<file path="config.mk">
export PLATFORM = sky130hd
export DESIGN_NAME = beat_pattern_editor
export DESIGN_NICKNAME = d
export VERILOG_FILES = /design/src/rtl/beat_pattern_editor.sv
export SDC_FILE = /design/constraint.sdc
export NUM_CORES = 1
export LEC_CHECK = 0
export ABC_AREA = 0
export CORE_UTILIZATION = 50
export CTS_CLUSTER_SIZE = 30
export DETAILED_ROUTE_END_ITERATION = 6
export PLACE_DENSITY = 0.67
export SLEW_MARGIN = 20
export SYNTH_ARGS = -nofsm -noshare
export SYNTH_HDL_FRONTEND = slang
export SYNTH_SLANG_ARGS = --single-unit
</file>
<file path="constraint.sdc">
create_clock -name clk -period 3.6 [get_ports clk]
set_clock_uncertainty 0.1 [all_clocks]
set_input_delay 0.72 -clock clk [delete_from_list [all_inputs] [get_ports clk]]
set_output_delay 0.72 -clock clk [all_outputs]
set_load 0.02 [all_outputs]
</file>
<file path="src/rtl/beat_pattern_editor.sv">
// Beat-pattern writer: debounced edit buttons with auto-repeat, live record, clear sweep.
// Owns the NUM_BEATS x 4-bit pattern register that playback reads.
module beat_pattern_editor #(
  parameter int CLK_FREQ        = 12_000_000,
  parameter int NUM_BEATS       = 16,
  parameter int DEBOUNCE_CYCLES = 120_000,
  parameter int REPEAT_DELAY    = 6_000_000,
  parameter int REPEAT_PERIOD   = 1_200_000
) (
  input  logic                         clk,
  input  logic                         rst_n,
  input  logic                         btn_next,
  input  logic                         btn_prev,
  input  logic                         btn_up,
  input  logic                         btn_down,
  input  logic                         btn_clear,
  input  logic                         rec_en,
  input  logic [3:0]                   rec_pitch,
  input  logic [$clog2(NUM_BEATS)-1:0] play_beat,
  output logic [NUM_BEATS*4-1:0]       beats,
  output logic [$clog2(NUM_BEATS)-1:0] cursor,
  output logic                         busy
);

  localparam int IW      = $clog2(NUM_BEATS);
  localparam int PW      = 4;
  localparam int NBTN    = 5;
  localparam int DW      = $clog2(DEBOUNCE_CYCLES + 1);
  localparam int RMAX    = (REPEAT_DELAY > REPEAT_PERIOD) ? REPEAT_DELAY : REPEAT_PERIOD;
  localparam int RW      = $clog2(RMAX + 1);
  localparam int B_CLEAR = 0;
  localparam int B_NEXT  = 1;
  localparam int B_PREV  = 2;
  localparam int B_UP    = 3;
  localparam int B_DOWN  = 4;

  if (NUM_BEATS < 2 || CLK_FREQ < 1) begin : g_param_check
    $error("beat_pattern_editor: NUM_BEATS must be >= 2 and CLK_FREQ positive");
  end

  typedef enum logic [0:0] {ST_EDIT = 1'b0, ST_CLEAR = 1'b1} state_t;

  logic [NBTN-1:0]  raw_s;
  logic [NBTN-1:0]  sync1_q, sync2_q;
  logic [NBTN-1:0]  level_q, level_d;
  logic [NBTN-1:0]  evt_q, evt_d;
  logic [DW-1:0]    db_cnt_q [NBTN];
  logic [DW-1:0]    db_cnt_d [NBTN];
  logic [RW-1:0]    rpt_cnt_q [B_NEXT:B_DOWN];
  logic [RW-1:0]    rpt_cnt_d [B_NEXT:B_DOWN];
  logic [B_DOWN:B_NEXT] rpt_first_q, rpt_first_d;

  state_t           state_q, state_d;
  logic [IW-1:0]    idx_q, idx_d;
  logic [IW-1:0]    cursor_q, cursor_d;
  logic [IW-1:0]    play_beat_q;
  logic [NUM_BEATS*PW-1:0] beats_q, beats_d;
  logic             busy_q, busy_d;

  logic             ev_clear_s, ev_next_s, ev_prev_s, ev_up_s, ev_down_s;
  logic             rec_wr_s, edit_wr_s;
  logic [PW-1:0]    cur_slot_s, edit_val_s;

  assign raw_s = {btn_down, btn_up, btn_prev, btn_next, btn_clear};

  // Button front end: synchronizers, accepted levels, debounce and repeat counters
  always_ff @(posedge clk or negedge rst_n) begin
    if (!rst_n) begin
      sync1_q     <= '0;
      sync2_q     <= '0;
      level_q     <= '0;
      evt_q       <= '0;
      rpt_first_q <= '1;
      for (int b = 0; b < NBTN; b++) db_cnt_q[b] <= '0;
      for (int b = B_NEXT; b <= B_DOWN; b++) rpt_cnt_q[b] <= '0;
    end else begin
      sync1_q     <= raw_s;
      sync2_q     <= sync1_q;
      level_q     <= level_d;
      evt_q       <= evt_d;
      rpt_first_q <= rpt_first_d;
      for (int b = 0; b < NBTN; b++) db_cnt_q[b] <= db_cnt_d[b];
      for (int b = B_NEXT; b <= B_DOWN; b++) rpt_cnt_q[b] <= rpt_cnt_d[b];
    end
  end

  // Debounce plus auto-repeat; a repeat counter only runs while the accepted level is high
  always_comb begin
    level_d = level_q;
    evt_d   = '0;
    for (int b = 0; b < NBTN; b++) begin
      db_cnt_d[b] = '0;
      if (sync2_q[b] != level_q[b]) begin
        if (db_cnt_q[b] == DW'(DEBOUNCE_CYCLES - 1)) begin
          level_d[b] = sync2_q[b];
          evt_d[b]   = sync2_q[b];
        end else begin
          db_cnt_d[b] = db_cnt_q[b] + DW'(1);
        end
      end else begin
        db_cnt_d[b] = '0;
      end
    end
    for (int b = B_NEXT; b <= B_DOWN; b++) begin
      rpt_cnt_d[b]   = '0;
      rpt_first_d[b] = 1'b1;
      if (level_q[b]) begin
        if ((rpt_first_q[b] && rpt_cnt_q[b] == RW'(REPEAT_DELAY - 1)) ||
            (!rpt_first_q[b] && rpt_cnt_q[b] == RW'(REPEAT_PERIOD - 1))) begin
          evt_d[b]       = 1'b1;
          rpt_first_d[b] = 1'b0;
        end else begin
          rpt_cnt_d[b]   = rpt_cnt_q[b] + RW'(1);
          rpt_first_d[b] = rpt_first_q[b];
        end
      end else begin
        rpt_cnt_d[b]   = '0;
        rpt_first_d[b] = 1'b1;
      end
    end
  end

  assign ev_clear_s = evt_q[B_CLEAR];
  assign ev_next_s  = evt_q[B_NEXT] & ~evt_q[B_CLEAR];
  assign ev_prev_s  = evt_q[B_PREV] & ~(|evt_q[B_NEXT:B_CLEAR]);
  assign ev_up_s    = evt_q[B_UP]   & ~(|evt_q[B_PREV:B_CLEAR]);
  assign ev_down_s  = evt_q[B_DOWN] & ~(|evt_q[B_UP:B_CLEAR]);

  assign rec_wr_s   = rec_en & (play_beat != play_beat_q);
  assign cur_slot_s = beats_q[cursor_q*PW +: PW];
  assign edit_wr_s  = ev_up_s | ev_down_s;
  assign edit_val_s = ev_up_s ? (cur_slot_s + 4'd1) : (cur_slot_s - 4'd1);

  // FSM state register together with the pattern datapath and output flops
  always_ff @(posedge clk or negedge rst_n) begin
    if (!rst_n) begin
      state_q     <= ST_EDIT;
      idx_q       <= '0;
      cursor_q    <= '0;
      play_beat_q <= '0;
      beats_q     <= '0;
      busy_q      <= 1'b0;
    end else begin
      state_q     <= state_d;
      idx_q       <= idx_d;
      cursor_q    <= cursor_d;
      play_beat_q <= play_beat;
      beats_q     <= beats_d;
      busy_q      <= busy_d;
    end
  end

  // Next-state logic
  always_comb begin
    state_d = state_q;
    case (state_q)
      ST_EDIT: begin
        if (ev_clear_s) state_d = ST_CLEAR;
        else            state_d = ST_EDIT;
      end
      ST_CLEAR: begin
        if (idx_q == IW'(NUM_BEATS - 1)) state_d = ST_EDIT;
        else                             state_d = ST_CLEAR;
      end
      default: state_d = ST_EDIT;
    endcase
  end

  // Output logic; a record write beats a same-slot up/down edit by priority order
  always_comb begin
    beats_d  = beats_q;
    cursor_d = cursor_q;
    idx_d    = idx_q;
    case (state_q)
      ST_EDIT: begin
        if (ev_clear_s) begin
          idx_d = '0;
        end else begin
          if (ev_next_s)      cursor_d = cursor_q + IW'(1);
          else if (ev_prev_s) cursor_d = cursor_q - IW'(1);
          else                cursor_d = cursor_q;
          for (int i = 0; i < NUM_BEATS; i++) begin
            if (rec_wr_s && play_beat == IW'(i))     beats_d[i*PW +: PW] = rec_pitch;
            else if (edit_wr_s && cursor_q == IW'(i)) beats_d[i*PW +: PW] = edit_val_s;
            else                                      beats_d[i*PW +: PW] = beats_q[i*PW +: PW];
          end
        end
      end
      ST_CLEAR: begin
        for (int i = 0; i < NUM_BEATS; i++) begin
          if (idx_q == IW'(i)) beats_d[i*PW +: PW] = 4'd0;
          else                 beats_d[i*PW +: PW] = beats_q[i*PW +: PW];
        end
        idx_d = idx_q + IW'(1);
        if (idx_q == IW'(NUM_BEATS - 1)) cursor_d = '0;
        else                             cursor_d = cursor_q;
      end
      default: begin
        beats_d  = beats_q;
        cursor_d = cursor_q;
        idx_d    = idx_q;
      end
    endcase
    busy_d = (state_d == ST_CLEAR);
  end

  assign beats  = beats_q;
  assign cursor = cursor_q;
  assign busy   = busy_q;

endmodule

</file>
==> results.md, run 1 <==
Clock network:
- The clock drives 278 sinks.
- The clock-pin slew reported for the worst setup and hold paths after clock tree synthesis is 0.06 ns.
- The number of buffers created by CTS is 31.
- The number of hold buffers added after CTS was 0.
- The number of gates resized after CTS was 1.
- In this run the number of H-tree levels came out at 1.
- The maximum clock insertion buffer count is 3.
- The TritonCTS clock tree is built.
- The root buffer cell chosen for the clock tree is clkbuf_16.
- The later pin in the worst-skew pair is clocked with a latency of 0.56 ns.
- Once the clock tree was built, the setup fixing pass inserted 0 buffers.

Pwr:
- The part of the total power dissipated in the clock network is 0.325.
- Across the VDD grid, the largest voltage drop is 0.348 mV.
- Summed over all cells, the static leakage comes to 6.89 nW.
- The switching power total is 3.15 mW.
- Of the total power, the share spent switching nets is 0.312.
- The internal portion of the total power is 6.95 mW.
- For this design the ratio of total power to cell area is 591 nW/um^2.
- Of the total power, combinational logic draws 0.292.
- The share of total power dissipated in sequential elements is 0.383.

Setup path:
- At the worst endpoint, the arrival time is 3.70 ns.
- The source of the worst register-to-register timing path is cursor[0]$_DFFE_PN0P_.
- Data on the critical path is required at its endpoint by 3.92 ns.
- Setup slack on the worst reg-to-reg path comes out at 0.22 ns.
- The critical path is of the reg -> reg type.
- The number of cells on the worst reg-to-reg path is 10.
- In this run the critical register-to-register path is captured at beats[39]$_DFFE_PN0P_.
- The kind of start point of the critical path is a register.
- STA classifies the critical path endpoint as a register.
- The highest net fanout along the worst path is 16.

Floorplan:
- The die outline area is 29800 um^2.
- The floorplan has 62 rows.
- The width of the chip is 173 um.
- The starting density of the core is 0.507.
- 85 I/O pins were placed.
- The placeable core region is 28700 um^2.
- The y dimension of the die is 173 um.

STA:
- The clock period minus final worst setup slack is 3.38 ns.
- The worst slew slack as a fraction of its limit is 0.439.
- At the pin with the least slew margin, the transition time is 0.840 ns.
- Derived from the worst setup path, the maximum achievable clock frequency is 0.296 GHz.
- Setup repair after global routing left no endpoint under its margin.
- The final-layout setup total negative slack is 0 ns.
- Hold timing on the final database bottoms out at a slack of 0.0427 ns.
- The total count of hold-check failures in the final report came to 0.
- The share of the clock period used by the worst path after layout is 0.938.
- Setup violations remaining at the end of the flow were counted as 0.
- The count of pins over their slew limit is 0.

Logic synthesis:
- The share of the synthesized area in the top cell type is 0.471.
- Of the total synthesized cell area, the portion taken by AND, OR, NAND and NOR gates is 0.228.
- The largest total area in the synthesized netlist belongs to dfrtp_1.
- The proportion of synthesized flip-flops having asynchronous set or reset is 1.00.
- When the netlist entered floorplanning its net count stood at 1518.
- Of the post-synthesis cell area, the part taken by muxes is 0.0784.
- The average instance in the mapped netlist occupies 9.83 um^2.
- Among all cell types in the netlist, the one instantiated most often is dfrtp_1.
- Of the total synthesized cell area, the portion taken by full adders, half adders and majority gates is 0.0186.
- Yosys attributes the largest share of cell area to dfrtp_1 (47%), nor2_1 (6.6%), xor2_1 (5.7%).
- In the synthesized netlist the dominant register cell turns out to be dfrtp_1.
- The commonest cells after synthesis are dfrtp_1 (274), nor2_1 (257), nand2_1 (140), nand3_1 (95), xor2_1 (95).
- The netlist uses 65 different library cells.
- By area, the combinational part of the netlist is dominated by simple AND/OR/NAND/NOR gates.
- The post-synthesis xor/xnor area fraction is 0.106.
- The post-synthesis compound-gate area fraction is 0.0649.
- The cell area after synthesis is 14600 um^2.
- After synthesis the netlist holds a flip-flop and latch count of 278.
- The count of warnings emitted by yosys is 0.
- The cell count after synthesis is 1481.
- The sequential share of the synthesized area is 0.478.
- The number of synthesized flops with an enable pin is 0.

Final layout:
- Of the cells placed in the final design, the portion with a size suffix greater than 1 is 0.121.
- At the end of the flow the core is filled with cells to 0.595.
- The number of fill cells in the layout is 2459.
- The repair_antennas step left the layout with diodes totalling 0.
- From synthesis to final layout, the design area changed by 17.4%.
- The net count of the finished layout is 1615.

Flow run:
- Max-cap violations in this run came to 0.

GRT:
- The total grt overflow is 0.
- The initial antenna violation count is 0.
- The first global-routing pass estimated 56400 um of wire.
- Entering global routing, the biggest net connects 98 pins.
- The layer flagged by global routing as most heavily used is met2.
- For met1 alone, demand over resource in global routing was 0.320.
- The global-route met3 utilization is 0.0328.
- The via count of the first global-routing pass is 10826.
- In the global route stage, met2 resource usage came out at 0.376.
- The total global-route track usage is 0.230.

Placed design:
- The half-perimeter wire length after detailed placement is 22900 um.
- The total of buffers placed on input and output ports is 84.
- The final weighted congestion in routability-driven placement is 0.855.

Route:
- For this run, design rule violations remaining after detail routing come to 0.
- The detailed-route vias per instance is 5.52.
- The post-route antenna net violation count is 0.
- Wires add up to 33400 um.
- The via count is 10953.
- After the first detailed-routing iteration, the DRC count stood at 729.
- After detailed routing, the average wire length per cell comes to 16.8 um.
- For this run, the detailed router's first-pass iteration total came to 5.

Run status:
- The flow ran to the end, and the final reports show no timing, DRC or antenna violations.

Worst hold path:
- In this run the worst hold path is classified as in -> async.
==> per-layer routing <==
metal | part of all wire | routed length (um) | vias up
li1 | - | - | 5305
met1 | 0.45 | 15000 | 5309
met2 | 0.47 | 15800 | 278
met3 | 0.051 | 1700 | 61
met4 | 0.025 | 837 | 0
met5 | 0 | 0 | -
==> cell type report <==
class	instances	area, um^2	share of cell area
well taps	384	480	0.0281
multi-input cells	1114	7220	0.423
flip-flops and latches	278	6960	0.408
inverters	30	113	0.00659
clock inverters	14	179	0.0105
clock buffers	42	897	0.0525
repair buffers	123	1230	0.0718
==> cell families (layout without fill, tap and decap cells) <==
| group | Yosys count | after routing |
|---|---|---|
| AND/OR/NAND/NOR | 689 | 689 |
| flip-flops | 278 | 278 |
| XOR/XNOR | 175 | 175 |
| AO/OA/AOI/OAI | 137 | 137 |
| multiplexers | 92 | 92 |
| buffers and inverters | 89 | 209 |
| adder cells (fa/ha/maj) | 21 | 21 |
==> power groups by stage <==
stage	Combinational, mW	Clock, mW	Sequential [mW]
finish	2.95	3.28	3.87
global route	3.16	3.50	3.91
CTS	2.97	3.37	3.86
detailed placement	2.94	0	3.91
global placement	2.90	0	3.90
floorplan	1.22	0	4.24
==> flip-flops by register name (all words and copies together), names as in the netlist <==
name / cells
rpt_cnt_q: 92
level_q: 5
sync2_q: 5
beats: 64
db_cnt_q: 85
busy: 1
cursor: 4
sync1_q: 5
play_beat_q: 4
evt_q: 5
rpt_first_q: 4
idx_q: 4
==> per-stage QoR <==
step | power [mW] | cell area (um^2) | std cells | setup WS (ns)
final | 10.1 | 17100 | 1985 | 0.223
after global routing | 10.6 | 17100 | 1985 | 0.106
after CTS | 10.2 | 17100 | 1985 | 0.208
after detailed placement | 6.85 | 16000 | 1929 | 0.0114
after global placement | 6.80 | 16000 | 1929 | 0.136
after floorplan | 5.46 | 14600 | 1481 | 0.0135
==> worst max-delay path: stages (launching register included) <==
cell	delay (ns)
dfrtp_2	0.38
buf_12	0.17
mux4_2	0.53
mux4_2	0.48
ha_1	0.36
nand2_1	0.06
nor3_1	0.31
a2111oi_4	0.13
xnor2_4	0.43
buf_12	0.20
o21ai_0	0.09
==> layout by cell type, fill, tap and decap left out, types with 11 or more instances in the layout <==
master           count
a21oi_1             45
a22oi_1             12
and3_1              31
and4_1              11
buf_4               32
clkbuf_16           31
clkdlybuf4s50_1     83
dfrtp_1            272
ha_1                20
inv_1               30
mux2_2              36
mux2i_1             42
mux4_2              14
nand2_1            140
nand3_1             95
nand3b_1            13
nand4_1             30
nor2_1             257
nor3_1              26
o21ai_0             19
xnor2_1             79
xor2_1              95
==> worst max-delay path by stage <==
stage	from	endpoint	slack (ns)	cells past startpoint
global route	cursor[0]$_DFFE_PN0P_	beats[59]$_DFFE_PN0P_	0.11	9
CTS	cursor[0]$_DFFE_PN0P_	beats[43]$_DFFE_PN0P_	0.21	10
detailed placement	cursor[0]$_DFFE_PN0P_	beats[43]$_DFFE_PN0P_	0.01	10
floorplan	cursor[0]$_DFFE_PN0P_	beats[62]$_DFFE_PN0P_	0.01	9
finish	cursor[0]$_DFFE_PN0P_	beats[39]$_DFFE_PN0P_	0.22	10
global placement	cursor[0]$_DFFE_PN0P_	beats[47]$_DFFE_PN0P_	0.14	10
Power figures use the tool's default switching activity.
==> run 2: changes to the inputs <==
--- a/config.mk
+++ b/config.mk
@@ -6,6 +6,7 @@
 export NUM_CORES = 1
 export LEC_CHECK = 0
 export ABC_AREA = 0
+export CORE_ASPECT_RATIO = 1.1
 export CORE_UTILIZATION = 50
 export CTS_CLUSTER_SIZE = 30
 export DETAILED_ROUTE_END_ITERATION = 6
==> run 2 against run 1 <==
Critical path depth decreased by 2. Die area about the same. Total power about the same. Worst hold slack improved by 0.057 ns. Setup slack got worse by 0.059 ns. Count of clock-buffer cells in the layout increased by 3. Critical endpoint is now beats[55]$_DFFE_PN0P_.
==> results.md, run 2 (synthesis gave the netlist of run 1 again) <==
Route:
- The routed wire length is 33700 um (+0.98%).
- The detailed-route DRC error count is 0 (unchanged).
- The detailed-route vias per instance was 5.61 (+1.6%).
- The via count was 11065 (+1.0%).
- The routed wire length per instance came to 17.1 um (+1.6%).
- The length of the first detailed-routing pass in iterations was 5 (unchanged).
- The post-route antenna net violation count came to 0 (unchanged).
- The iteration-0 DRC count of the detailed router was 729 (unchanged).

Floorplan:
- The number of rows created at floorplan was 65 (+4.8%).
- The number of ports placed on the die boundary was 85 (unchanged).
- The die outline area was 29800 um^2 (about the same).
- The starting density of the core is 0.508 (+0.00133).
- The width of the chip is 165 um (-4.6%).
- The placeable core region is 28600 um^2 (-0.26%).
- The y dimension of the die is 181 um (+4.8%).

Final layout:
- The share of cells above drive strength 1 was 0.120 (-0.000300).
- The most flop-heavy register is rpt_cnt_q.
- The final cell count without fillers is 1973 (-0.60%).
- The commonest non-fill, non-tap cell in the layout is dfrtp_1.
- The number of flip-flops under the largest register name was 92 (unchanged).
- The library cells used most frequently in the layout, excluding fill and tap cells, are dfrtp_1 (272), nor2_1 (257), nand2_1 (140), nand3_1 (95), xor2_1 (95).
- The number of antenna cells inserted is 0 (unchanged).
- The area growth from synthesis to layout is 17.2%.
- The final net count came to 1618 (+0.19%).

STA:
- The post-route worst setup slack was 0.164 ns (-0.0593 ns).
- The clock period minus final worst setup slack came to 3.44 ns (+0.0593 ns).
- The final setup violation count came to 0 (unchanged).
- The worst slew slack as a fraction of its limit is 0.463 (+0.0241).
- The share of the clock period used by the worst path after layout is 0.955 (+0.0165).
- The maximum clock frequency is 0.291 GHz (-1.7%).
- The actual transition at the worst max-transition pin is 0.803 ns (-0.0361 ns).
- Setup repair after global routing left no endpoint under its margin.
- The total count of hold-check failures in the final report is 0 (unchanged).
- The count of pins over their slew limit is 0 (unchanged).

Pwr:
- The power share of the combinational group was 0.295 (+0.003).
- The leakage component of the power is 6.90 nW (about the same).
- The power density over the cells is 592 nW/um^2 (+0.20%).
- The switching share of power is 0.313 (+0.000386).
- The post-layout total power is 10.1 mW (about the same).
- The switching power total came to 3.16 mW (+0.20%).
- The part of the total power dissipated in the clock network is 0.322 (-0.003).
- The portion of total power attributed to sequential cells was 0.383 (about the same).
- The cell-internal power was 6.95 mW (about the same).
- The worst voltage drop across the vdd grid is 0.463 mV (+33%).

Setup path:
- The startpoint identified for the worst register-to-register timing path is cursor[0]$_DFFE_PN0P_.
- The critical path is of the reg -> reg type.
- Tracing the worst setup path back leads to its startpoint at cursor[0]$_DFFE_PN0P_.
- The highest net fanout along the worst path came to 12 (-4).
- The capture instance of the worst register-to-register path is beats[55]$_DFFE_PN0P_.
- The register-to-register path setup slack is 0.16 ns (-0.06 ns).
- The arrival time at the worst endpoint came to 3.77 ns (+0.07 ns).
- The number of cells on the worst reg-to-reg path is 8 (-2).
- The kind of end point of the critical path is a register.
- The required time at the worst-slack endpoint is 3.93 ns (about the same).
- The capture point of the critical path is beats[55]$_DFFE_PN0P_.
- The worst setup path is launched from a register.

Run status:
- The run finished with clean final reports.

Clock network:
- The count of H-tree levels built during CTS is 1 (unchanged).
- The maximum clock insertion buffer count is 3 (unchanged).
- The master cell of the clock root buffer is clkbuf_16.
- The clock latency at the later pin of the worst-skew pair is 0.55 ns (about the same).
- The sink count of the clock tree is 278 (unchanged).
- The number of post-CTS setup repair buffers came to 0 (unchanged).
- TritonCTS built the clock tree.
- The number of buffers created by CTS is 30 (-3.2%).
- The clock-pin slew reported for the worst setup and hold paths after clock tree synthesis came to 0.06 ns (about the same).

GRT:
- The maximum number of pins on one net before global-route repair was 89 (-9.2%).
- The via count of the first global-routing pass was 10973 (+1.4%).
- The initial antenna violation count was 0 (unchanged).
- The total global-route track usage is 0.232 (+0.00184).
- The first-pass GRT wire length is 56000 um (-0.61%).
- The total grt overflow is 0 (unchanged).

Placed design:
- The final weighted congestion in routability-driven placement came to 0.919 (+7.4%).
- The half-perimeter wire length after detailed placement is 23000 um (+0.10%).
- The total of buffers placed on input and output ports is 84 (unchanged).
- The pre-CTS worst setup slack is -0.0148 ns (-0.0263 ns).
- The placed cell count came to 1917 (-0.62%).

Worst hold path:
- The worst hold-check path type is in -> async.

Flow run:
- The number of maximum-capacitance constraint violations is 0 (unchanged).
run 2: cell types whose count changed in the layout (fill, tap and decap cells not counted):
cell and delta:
clkinv_2 -1, buf_12 -1, buf_4 +5, clkinvlp_4 -1, clkbuf_8 -1, clkbuf_1 +4
clkinv_4 -1
run 2: worst min-delay path by stage:
stage,startpoint,endpoint,cells after the start
6_report,rst_n,beats[28]$_DFFE_PN0P_,1
5_1_grt,rst_n,beats[51]$_DFFE_PN0P_,1
4_1_cts,rst_n,cursor[0]$_DFFE_PN0P_,1
3_5_place_dp,sync1_q[1]$_DFF_PN0_,sync2_q[1]$_DFF_PN0_,0
3_3_place_gp,sync1_q[3]$_DFF_PN0_,sync2_q[3]$_DFF_PN0_,0
2_1_floorplan,sync1_q[0]$_DFF_PN0_,sync2_q[0]$_DFF_PN0_,0
run 2: per-layer routing:
layer	global-route usage	vias to the layer above	wire length (um)
li1	-	5292	-
met1	0.316	5407	15000
met2	0.383	298	16200
met3	0.0285	68	1480
met4	0.0734	0	930
met5	0	-	0
run 2: layout make-up:
class	count	area [um^2]
Fill cell	2397	11600
Tap cell	368	460
Clock buffer	45	898
Inverter	30	113
Timing Repair Buffer	127	1240
Clock inverter	11	158
Sequential cell	278	6960
Multi-Input combinational cell	1114	7220
run 2: timing repair:
item	CTS	global route
endpoints found under the hold margin	0	0
hold buffers	0	0
gates resized for setup	1	0
setup endpoints to repair	8	0
run 2: power groups by stage:
| stage | Combinational [mW] | Sequential [mW] | Clock (mW) |
|---|---|---|---|
| 5_1_grt | 3.20 | 3.90 | 3.45 |
| 2_1_floorplan | 1.22 | 4.24 | 0 |
| 6_report | 2.99 | 3.87 | 3.26 |
| 3_3_place_gp | 2.92 | 3.89 | 0 |
| 3_5_place_dp | 2.96 | 3.91 | 0 |
| 4_1_cts | 3.00 | 3.85 | 3.33 |
run 2: per-stage QoR:
step                      TNS (ns)  hold WS [ns]  utilization  area (um^2)
after floorplan                  0         0.231            -        14600
after global placement           0         0.235        0.559        16000
after detailed placement   -0.0554         0.239        0.559        16000
after CTS                        0         0.110        0.596        17100
after global routing             0         0.150        0.596        17100
final                            0        0.0996        0.596        17100
run 2: critical path, cell delays in order (launching register included):
cell and delay (ns):
dfrtp_2 0.38, buf_12 0.17, mux4_2 0.54, mux4_2 0.49, ha_1 0.35, buf_4 0.16
a2111oi_4 0.45, xnor2_4 0.25, o41ai_1 0.41
